==> config.mk <==
export PLATFORM = sky130hd
export DESIGN_NAME = ro_line_adapter
export DESIGN_NICKNAME = d
export VERILOG_FILES = /design/src/rtl/ro_line_adapter.sv
export SDC_FILE = /design/constraint.sdc
export NUM_CORES = 1
export LEC_CHECK = 0
export ABC_CLOCK_PERIOD_IN_PS = 9900
export CELL_PAD_IN_SITES_DETAIL_PLACEMENT = 0
export CELL_PAD_IN_SITES_GLOBAL_PLACEMENT = 1
export CORE_ASPECT_RATIO = 1.4
export CORE_UTILIZATION = 31
export CTS_CLUSTER_SIZE = 12
export DETAILED_ROUTE_END_ITERATION = 10
export HOLD_SLACK_MARGIN = 0.03
export PLACE_DENSITY_LB_ADDON = 0.05
export SKIP_LAST_GASP = 1
export SLEW_MARGIN = 20
export SYNTH_ARGS = -nofsm -noshare
export SYNTH_HDL_FRONTEND = slang
export SYNTH_SLANG_ARGS = --single-unit
==> constraint.sdc <==
create_clock -name clk -period 9.9 [get_ports clk]
set_input_delay 1.485 -clock clk [delete_from_list [all_inputs] [get_ports clk]]
set_output_delay 1.485 -clock clk [all_outputs]
set_load 0.01 [all_outputs]
==> src/rtl/ro_line_adapter.sv <==
// Read-only line-fill adapter: one cache-line request becomes one memory burst, and the
// incoming beats are assembled into a full line returned with a single-cycle response.
module ro_line_adapter #(
  parameter int unsigned LINE_W  = 256,
  parameter int unsigned BURST_W = 64,
  parameter int unsigned ADDR_W  = 32
) (
  input  logic               clk,
  input  logic               rst,
  input  logic               line_read,
  input  logic [ADDR_W-1:0]  line_addr,
  output logic [LINE_W-1:0]  line_o,
  output logic               line_resp,
  output logic               burst_read,
  output logic [ADDR_W-1:0]  burst_addr,
  input  logic [BURST_W-1:0] burst_i,
  input  logic               burst_resp
);

  localparam int unsigned BEATS = LINE_W / BURST_W;
  localparam int unsigned CNT_W = (BEATS > 1) ? $clog2(BEATS) : 1;
  localparam int unsigned OFF_W = $clog2(LINE_W / 8);

  typedef enum logic [1:0] {
    StIdle,
    StBurst,
    StDone
  } state_e;

  state_e              state_q, state_d;
  logic [CNT_W-1:0]    cnt_q, cnt_d;
  logic [LINE_W-1:0]   line_q, line_d;
  logic [ADDR_W-1:0]   addr_q, addr_d;

  always_ff @(posedge clk or posedge rst) begin
    if (rst) begin
      state_q <= StIdle;
      cnt_q   <= '0;
      line_q  <= '0;
      addr_q  <= '0;
    end else begin
      state_q <= state_d;
      cnt_q   <= cnt_d;
      line_q  <= line_d;
      addr_q  <= addr_d;
    end
  end

  always_comb begin
    state_d = state_q;
    cnt_d   = cnt_q;
    line_d  = line_q;
    addr_d  = addr_q;
    unique case (state_q)
      StIdle: begin
        if (line_read) begin
          addr_d            = line_addr;
          addr_d[OFF_W-1:0] = '0;
          cnt_d             = '0;
          state_d           = StBurst;
        end
      end
      StBurst: begin
        // Gap cycles (burst_resp low) leave both the counter and the buffer untouched.
        if (burst_resp) begin
          line_d[int'(cnt_q)*BURST_W +: BURST_W] = burst_i;
          cnt_d = cnt_q + 1'b1;
          if (cnt_q == CNT_W'(BEATS - 1)) begin
            state_d = StDone;
          end
        end
      end
      StDone: begin
        state_d = StIdle;
      end
      default: begin
        state_d = StIdle;
      end
    endcase
  end

  // Outputs come from registered state only; no input reaches them combinationally.
  assign burst_read = (state_q == StBurst);
  assign line_resp  = (state_q == StDone);
  assign burst_addr = addr_q;
  assign line_o     = line_q;

endmodule
==> flow_metrics.tcl, run 1 <==
set metrics [dict create \
    outcome "complete, no violations" \
    power_switching_mw 1.521 \
    fin_cells 1633 \
    cts-buffers-inserted 31 \
    setup_viol 0 \
    vias_per_cell 4.828 \
    synth.avg_cell_area_um2 13.38 \
    power_mw 4.884 \
    grt_overflow 0 \
    rsz0062_at_grt "no" \
    synthFlopType "dfrtp_1" \
    grt_pass1_wl_um 53340 \
    track_usage 0.1964 \
    maxSlewHeadroom 0.3036 \
    clock_skew_ps 12.22 \
    clockBufferDepth 3 \
    fin_nets 1266 \
    nFillCells 3206 \
    crit_path_max_fanout 8 \
    p_comb_frac 0.380 \
    totalWireLength_um 34680 \
    clkPwrFrac 0.246 \
    dieHeight_um 221.9 \
    critical_path_class "flip-flop to primary output" \
    place_ws_ps 5576 \
    worstSetupEndpoint "burst_read" \
    yosysTopAreaCellShare 0.6710 \
    io_buffers 379 \
    r2r-start "cnt_q[0]$_DFFE_PP0P_" \
    yosysMostFrequentCell "dfrtp_1" \
    p_leak_nw 6.928 \
    initial_core_util 0.3145 \
    critPathCaptureType "primary output" \
    cts.reportedPaths.clkPinSlew_ps 60 \
    fin_crit_ps 3522 \
    postCtsHoldBufs 0 \
    drt_iter0_drc 362 \
    slew_violations 0 \
    drive_above_1_share 0.08298 \
    yosysTopAreaCell "dfrtp_1" \
    synth_cell_types 28 \
    p_int_mw 3.363 \
    boundaryPins 390 \
    tightest_slew_ps 1045 \
    dr_total_vias 7884 \
    period_share 0.3557 \
    drt_first_pass_iters 4 \
    synth_edf_count 0 \
    ant_nets 0 \
    drc_errors 0 \
    rr_worst_depth 6 \
    place.gp.congestion 0.7145 \
    seq_area_frac_synth 0.6710 \
    yosysWarnings 0 \
    synth_common_cells "dfrtp_1 (287), a22o_1 (192), nand2_1 (130)" \
    postSynthCellCount 800 \
    clk_root_buffer_cell "clkbuf_16" \
    p_seq_frac 0.374 \
    netlist_area_um2 10700 \
    clock-sinks 287 \
    cp.required_ps 8420 \
    arrival_ps 2040 \
    reg2reg_slack_ps 7240 \
    cts-resized-gates 0 \
    critPathLaunchType "flip-flop" \
    fin_tns_setup_ps 0 \
    core-area_um2 34030 \
    clkLatencyLatePin_ps 570 \
    synth_seq_cells 287 \
    hold_viol 0 \
    hpwl_um 22060 \
    cts_setup_buffers 0 \
    wl_per_cell_um 21.24 \
    pwr_density_cell_nw_per_um2 307.9 \
    max_freq_ghz 0.2840 \
    cap_violations 0 \
    ys_async_sr_fraction 1.000 \
    swShare 0.3114 \
    dieWidth_um 159.0 \
    r2r_end "line_o[251]$_DFFE_PP0P_" \
    cts_max_level 1 \
    tritoncts "done" \
    placed_cells 1577 \
    first_global_vias 8122 \
    hold_class "flip-flop to flip-flop" \
    synthTopCellsByArea "dfrtp_1 (67%), a22o_1 (16%), nand2_1 (4.6%)" \
    vdd_drop_max_uv 168.0 \
    startpoint "state_q[0]$_DFFE_PP0P_" \
    antenna_found_initial 1 \
    design.die.area_um2 35290 \
    rows 80 \
    syn2layout_area_growth_pct 48.18 \
    grt_max_degree 167 \
    finalWorstSetupSlack_ps 6378 \
]
[logic make-up after synthesis]
logic type,Yosys count,synth area share
DFF,287,0.6710
AOI/OAI and AO/OA,258,0.1884
and+or+nand+nor,148,0.06301
adders and majority gates,6,0.007013
muxes,28,0.02946
other,1,0.0003503
buffers and inverters,72,0.04079
[worst min-delay path by stage]
stage	start	endpoint	cells past startpoint
after floorplan	line_o[10]$_DFFE_PP0P_	line_o[10]$_DFFE_PP0P_	2
after global placement	line_o[62]$_DFFE_PP0P_	line_o[62]$_DFFE_PP0P_	2
after detailed placement	line_o[21]$_DFFE_PP0P_	line_o[21]$_DFFE_PP0P_	2
after CTS	line_o[59]$_DFFE_PP0P_	line_o[59]$_DFFE_PP0P_	2
after global routing	line_o[47]$_DFFE_PP0P_	line_o[47]$_DFFE_PP0P_	2
final	line_o[42]$_DFFE_PP0P_	line_o[42]$_DFFE_PP0P_	2
[metal layers]
metal,vias up,GRT usage,share of wire
met5,-,0,0
met4,0,0.06110,0.023
met3,46,0.05275,0.072
met2,278,0.3229,0.49
met1,3967,0.2516,0.42
li1,3593,-,-
[stage by stage]
| step | cell area (um^2) | util | hold WS (ps) |
|---|---|---|---|
| 6_report | 15860 | 0.4661 | 473.8 |
| 5_1_grt | 15860 | 0.4661 | 495.5 |
| 2_1_floorplan | 10720 | - | 514.0 |
| 3_3_place_gp | 14790 | 0.4345 | 461.6 |
| 3_5_place_dp | 14790 | 0.4347 | 468.8 |
| 4_1_cts | 15850 | 0.4656 | 483.0 |
[worst max-delay path: stages, from the launching register on]
cell and delay [ps]:
dfrtp_1 620, nor2b_1 260, clkdlybuf4s50_1 600
[cell usage in the layout, fill, tap and decap left out, types with 2 or more instances in the layout]
cell type        Yosys  routed
a22o_1             192     192
buf_4                5      11
bufinv_16            0       3
clkbuf_1            35       5
clkbuf_16            0      31
clkbuf_8             0      11
clkdlybuf4s50_1      0     379
clkinv_2             0       4
conb_1               1       5
dfrtp_1            287     287
ha_1                 6       6
inv_1                3       2
mux2_2              28      28
nand2_1            130     130
nand4b_1             2       2
nand4b_4             0       2
nor2_1               3       3
nor2b_1              2       2
nor4_4               2       2
o21ai_0             64      64
[sequential cells by signal, indices dropped and copies added (netlist names)]
signal / cells
burst_addr: 27
cnt_q: 2
line_o: 256
state_q: 2
[layout make-up]
cell class,instances,area [um^2],area share
multi-input cells,445,3133,0.1975
inverters,3,18.77,0.001183
well taps,451,564.3,0.03558
repair buffers,392,3910,0.2465
clock inverters,8,118.9,0.007494
diodes,1,2.502,0.0001578
flip-flops and latches,287,7182,0.4528
clock buffers,46,932.1,0.05877
[power by group through the flow]
stage	Combinational, mW	Clock [mW]	Sequential, mW
2_1_floorplan	0.570	0	2.02
3_3_place_gp	1.88	0	1.83
3_5_place_dp	1.89	0	1.84
4_1_cts	1.89	1.24	1.83
5_1_grt	1.98	1.28	1.89
6_report	1.86	1.20	1.83
(Power assumes the default switching activity.)
==> run 2, diff against run 1 <==
ABC_CLOCK_PERIOD_IN_PS = 3540   (was 9900)
CORE_UTILIZATION = 35   (was 31)
clock period = 3.54 ns   (was 9.9 ns; I/O delays follow)
==> run 2 against run 1 <==
  * Setup slack worse by 5400 ps
  * Non-clock buffer count up 14
  * Hold slack lost 70 ps
  * Final area down 0.36%
  * Die area down 11%
  * First-iteration DRC count shrank 12%
  * Largest power group unchanged
  * Cell count down 3.4%
  * Critical path depth did not move
==> flow_metrics.tcl, run 2 (synthesis results as in run 1) <==
set metrics [dict create \
    arrival_ps 2000 \
    clockBufferDepth 3 \
    vias_per_cell 4.987 \
    clkPwrFrac 0.223 \
    setup_viol 0 \
    final_common_cell "clkdlybuf4s50_1" \
    p_leak_nw 6.939 \
    cts-resized-gates 0 \
    pwr_density_cell_nw_per_um2 840.6 \
    max_freq_ghz 0.3955 \
    grt_overflow 0 \
    hold_class "input pin to async pin" \
    tightest_slew_ps 911.6 \
    syn2layout_area_growth_pct 47.64 \
    outcome "complete, no violations" \
    p_seq_frac 0.386 \
    reg2reg_slack_ps 1110 \
    hpwl_um 22290 \
    dieWidth_um 149.8 \
    maxSlewHeadroom 0.3923 \
    cts_max_level 1 \
    clock_skew_ps 8.189 \
    initial_core_util 0.3565 \
    hold_slack_ps 403.5 \
    critPathCaptureType "primary output" \
    fin_nets 1279 \
    dr_total_vias 7864 \
    crit_path_max_fanout 8 \
    grt_max_degree 71 \
    vdd_drop_max_uv 376.9 \
    p_comb_frac 0.391 \
    place.gp.congestion 0.7569 \
    largest_reg_flops 256 \
    clock-sinks 287 \
    rows 75 \
    r2r-start "cnt_q[0]$_DFFE_PP0P_" \
    cp.required_ps 3010 \
    fin_crit_ps 2529 \
    drive_above_1_share 0.08564 \
    drt_iter0_drc 320 \
    drc_errors 0 \
    io_buffers 379 \
    period_share 0.7143 \
    clkLatencyLatePin_ps 550 \
    drt_first_pass_iters 4 \
    clk_root_buffer_cell "clkbuf_16" \
    antenna_found_initial 2 \
    postCtsHoldBufs 0 \
    totalWireLength_um 33860 \
    cts.reportedPaths.clkPinSlew_ps 60 \
    swShare 0.3138 \
    wl_per_cell_um 21.47 \
    rr_worst_depth 6 \
    tritoncts "done" \
    hold_viol 0 \
    cts_setup_buffers 0 \
    p_int_mw 9.116 \
    ant_nets 0 \
    track_usage 0.2160 \
    power_switching_mw 4.169 \
    dieHeight_um 208.9 \
    grt_pass1_wl_um 51120 \
    slew_violations 0 \
    final_cell_mix "clkdlybuf4s50_1 (379), dfrtp_1 (287), a22o_1 (192)" \
    boundaryPins 390 \
    first_global_vias 8121 \
    cap_violations 0 \
    core-area_um2 30030 \
    critPathLaunchType "flip-flop" \
    design.die.area_um2 31300 \
    r2r_end "line_o[85]$_DFFE_PP0P_" \
    cts-buffers-inserted 30 \
    critical_path_class "flip-flop to primary output" \
    placed_cells 1526 \
    fin_cells 1577 \
    rsz0062_at_grt "no" \
]
-- run 2: cell types whose count changed in the layout (fill, tap and decap cells not counted) --
| cell | previous run | this run |
|---|---|---|
| clkbuf_8 | 11 | 2 |
| buf_4 | 11 | 19 |
| buf_12 | 1 | 8 |
| clkbuf_1 | 5 | 11 |
| bufinv_16 | 3 | 1 |
| and4bb_2 | 0 | 1 |
| and4bb_4 | 1 | 0 |
| clkinv_4 | 0 | 1 |
| clkinvlp_4 | 0 | 1 |
| inv_6 | 1 | 0 |
| inv_8 | 1 | 0 |
| nor3b_2 | 0 | 1 |
| nor3b_4 | 1 | 0 |
-- run 2: worst max path at each step --
stage                                       from                          to  slack (ps)  depth (start not counted)
final                     state_q[0]$_DFFE_PP0P_                  burst_read        1010                          2
after global routing      state_q[0]$_DFFE_PP0P_                  burst_read         900                          2
after CTS                 state_q[0]$_DFFE_PP0P_                  burst_read         940                          2
after detailed placement              burst_resp     line_o[129]$_DFFE_PP0P_         960                          4
after global placement                burst_resp     line_o[160]$_DFFE_PP0P_        1010                          4
after floorplan                              rst  burst_addr[10]$_DFFE_PP0P_        -800                          1
-- run 2: layer usage --
| metal | track usage | wire (um) | vias to the layer above |
|---|---|---|---|
| met5 | 0 | 12 | - |
| met2 | 0.3527 | 16620 | 296 |
| met3 | 0.05044 | 2364 | 62 |
| met1 | 0.2742 | 13650 | 3884 |
| met4 | 0.08743 | 1213 | 2 |
| li1 | - | - | 3620 |
-- run 2: stage by stage --
step	worst slack [ps]	area [um^2]	setup TNS, ps	total power [mW]	util
3_5_place_dp	956.7	14900	0	10.43	0.4961
3_3_place_gp	1010	14900	0	10.38	0.4961
2_1_floorplan	-796.2	10720	-228520	7.252	-
4_1_cts	939.6	15800	0	13.48	0.5262
6_report	1011	15800	0	13.28	0.5263
5_1_grt	904.2	15800	0	13.99	0.5263
-- run 2: layout make-up --
cell class,instances,area [um^2]
inverter,3,15.01
sequential,287,7182
fill,2693,14220
antenna,1,2.502
multi-input combinational,445,3123
clock buffer,44,844.6
timing repair buffer,406,4096
tap,385,481.7
clock inverter,6,58.81
-- run 2: power by group through the flow --
| stage | clock (mW) | sequential, mW | combinational (mW) |
|---|---|---|---|
| after floorplan | 0 | 5.66 | 1.59 |
| after global placement | 0 | 5.14 | 5.24 |
| after detailed placement | 0 | 5.16 | 5.27 |
| after CTS | 3.06 | 5.14 | 5.28 |
| after global routing | 3.17 | 5.28 | 5.53 |
| final | 2.96 | 5.13 | 5.19 |
-- run 2: critical path, cell delays in order (launching register included) --
cell             delay [ps]
dfrtp_1                 590
nor2b_1                 270
clkdlybuf4s50_1         590
==> run 3, diff against run 2 <==
ABC_CLOCK_PERIOD_IN_PS = 2400   (was 3540)
clock period = 2.4 ns   (was 3.54 ns; I/O delays follow)
==> run 3 against run 2 <==
  * Register-to-register slack worse by 810 ps
  * Core utilization is 0.37 points higher
  * Die area stayed put
  * Combinational power is 50% higher
  * Global-route usage is 0.29 points higher
  * Clock skew is 4.9 ps higher
  * Hold slack worse by 290 ps
==> flow_metrics.tcl, run 3 (synthesis results as in run 1) <==
set metrics [dict create \
    outcome "complete, no violations" \
    hpwl_um 22410 \
    p_int_mw 13.61 \
    cts-buffers-inserted 30 \
    p_leak_nw 6.977 \
    first_global_vias 8116 \
    cts_setup_buffers 0 \
    max_freq_ghz 0.4510 \
    regArea_um2 7183 \
    r2r_end "line_o[46]$_DFFE_PP0P_" \
    slew_violations 0 \
    clockBufferDepth 3 \
    period_share 0.9239 \
    clkLatencyLatePin_ps 560 \
    p_comb_frac 0.394 \
    power_mw 19.79 \
    syn2layout_area_growth_pct 48.69 \
    track_usage 0.2189 \
    arrival_ps 1860 \
    drc_errors 0 \
    dieWidth_um 149.8 \
    grt_overflow 0 \
    io_buffers 379 \
    cp_num_cells 2 \
    boundaryPins 390 \
    antenna_found_initial 1 \
    critPathMaxStageDelay_ps 590 \
    initial_core_util 0.3565 \
    cts-resized-gates 0 \
    rsz0062_at_grt "no" \
    cp.required_ps 2040 \
    startpoint "state_q[0]$_DFFE_PP0P_" \
    tritoncts "done" \
    pwr_density_cell_nw_per_um2 1244 \
    critPathCaptureType "primary output" \
    final_common_cell "clkdlybuf4s50_1" \
    cts.reportedPaths.clkPinSlew_ps 60 \
    cts_max_level 1 \
    wl_per_cell_um 21.41 \
    worst-path-buf-inv 1 \
    clkPwrFrac 0.225 \
    postCtsHoldBufs 0 \
    vias_per_cell 5.070 \
    crit_family "buffers and inverters" \
    hold_viol 0 \
    grt_max_degree 86 \
    clock-sinks 287 \
    cp_cell_sequence "nor2b_1 > clkdlybuf4s50_1" \
    ant_nets 0 \
    clk_root_buffer_cell "clkbuf_16" \
    dr_total_vias 7995 \
    drt_first_pass_iters 4 \
    largest_reg_flops 256 \
    critical_path_class "flip-flop to primary output" \
    fin_nets 1277 \
    setup_viol 0 \
    drt_iter0_drc 326 \
    dieHeight_um 208.9 \
    totalWireLength_um 33770 \
    rr_worst_depth 6 \
    critPathSlowestCell "clkdlybuf4s50_1" \
    grt_pass1_wl_um 52170 \
    worstSetupEndpoint "burst_read" \
    critPathLaunchType "flip-flop" \
    hold_slack_ps 114.0 \
    cap_violations 0 \
    power_switching_mw 6.184 \
    p_seq_frac 0.380 \
    multiInputGateArea_um2 3123 \
    hold_class "input pin to async pin" \
    crit_path_max_fanout 8 \
    reg2reg_slack_ps 300 \
    core-area_um2 30030 \
    fin_crit_ps 2217 \
    final_cell_mix "clkdlybuf4s50_1 (379), dfrtp_1 (286), a22o_1 (192)" \
    rows 75 \
    design.die.area_um2 31300 \
    drive_above_1_share 0.08732 \
    clock_skew_ps 13.04 \
    vdd_drop_max_uv 657.0 \
    place.gp.congestion 0.7634 \
    swShare 0.3124 \
    nFillCells 2682 \
    r2r-start "cnt_q[0]$_DFFE_PP0P_" \
]
==> run 3: cell count changes in the layout (fill, tap and decap cells not counted) <==
cell,before,now
buf_4,19,10
dfrtp_2,0,1
clkbuf_8,2,8
clkinv_2,4,2
clkinvlp_4,1,2
dfrtp_1,287,286
bufinv_16,1,0
clkbuf_1,11,10
clkinv_4,1,0
buf_12,8,15
==> run 3: metrics by stage <==
stage	std cells	setup WS [ps]	instance area (um^2)	util	setup TNS, ps
CTS	1576	21.26	15910	0.5299	0
finish	1577	182.6	15920	0.5300	0
floorplan	804	-1765	10720	-	-506620
detailed placement	1524	152.4	14970	0.4985	0
global route	1577	58.52	15920	0.5300	0
global placement	1524	159.4	14970	0.4985	0
==> run 3: layout make-up <==
| class | count | share of cell area |
|---|---|---|
| tap | 385 | 0.03027 |
| sequential | 287 | 0.4513 |
| clock buffer | 49 | 0.05802 |
| multi-input combinational | 445 | 0.1962 |
| antenna | 1 | 0.0001572 |
| clock inverter | 3 | 0.001101 |
| timing repair buffer | 404 | 0.2619 |
| inverter | 3 | 0.0009434 |
==> run 3: worst min path at each step <==
stage / cells after the start / end / from / slack (ps)
2_1_floorplan: 1 / line_o[100]$_DFFE_PP0P_ / burst_i[36] / 490
3_3_place_gp: 2 / line_o[31]$_DFFE_PP0P_ / line_o[31]$_DFFE_PP0P_ / 460
3_5_place_dp: 2 / line_o[57]$_DFFE_PP0P_ / line_o[57]$_DFFE_PP0P_ / 470
4_1_cts: 2 / line_o[43]$_DFFE_PP0P_ / rst / 100
5_1_grt: 2 / line_o[40]$_DFFE_PP0P_ / rst / 110
6_report: 2 / line_o[40]$_DFFE_PP0P_ / rst / 110
==> run 3: routing by layer <==
| metal | vias to the layer above | global-route usage | share of wire |
|---|---|---|---|
| li1 | 3633 | - | - |
| met1 | 4023 | 0.2787 | 0.40 |
| met2 | 287 | 0.3611 | 0.50 |
| met3 | 52 | 0.05437 | 0.075 |
| met4 | 0 | 0.07315 | 0.026 |
| met5 | - | 0 | 0 |
==> run 3: power groups by stage <==
stage,Clock (mW),Combinational (mW),Sequential (mW)
floorplan,0,2.35,8.34
global placement,0,7.86,7.55
detailed placement,0,7.91,7.59
CTS,4.60,7.93,7.54
global route,4.79,8.33,7.76
finish,4.46,7.80,7.53
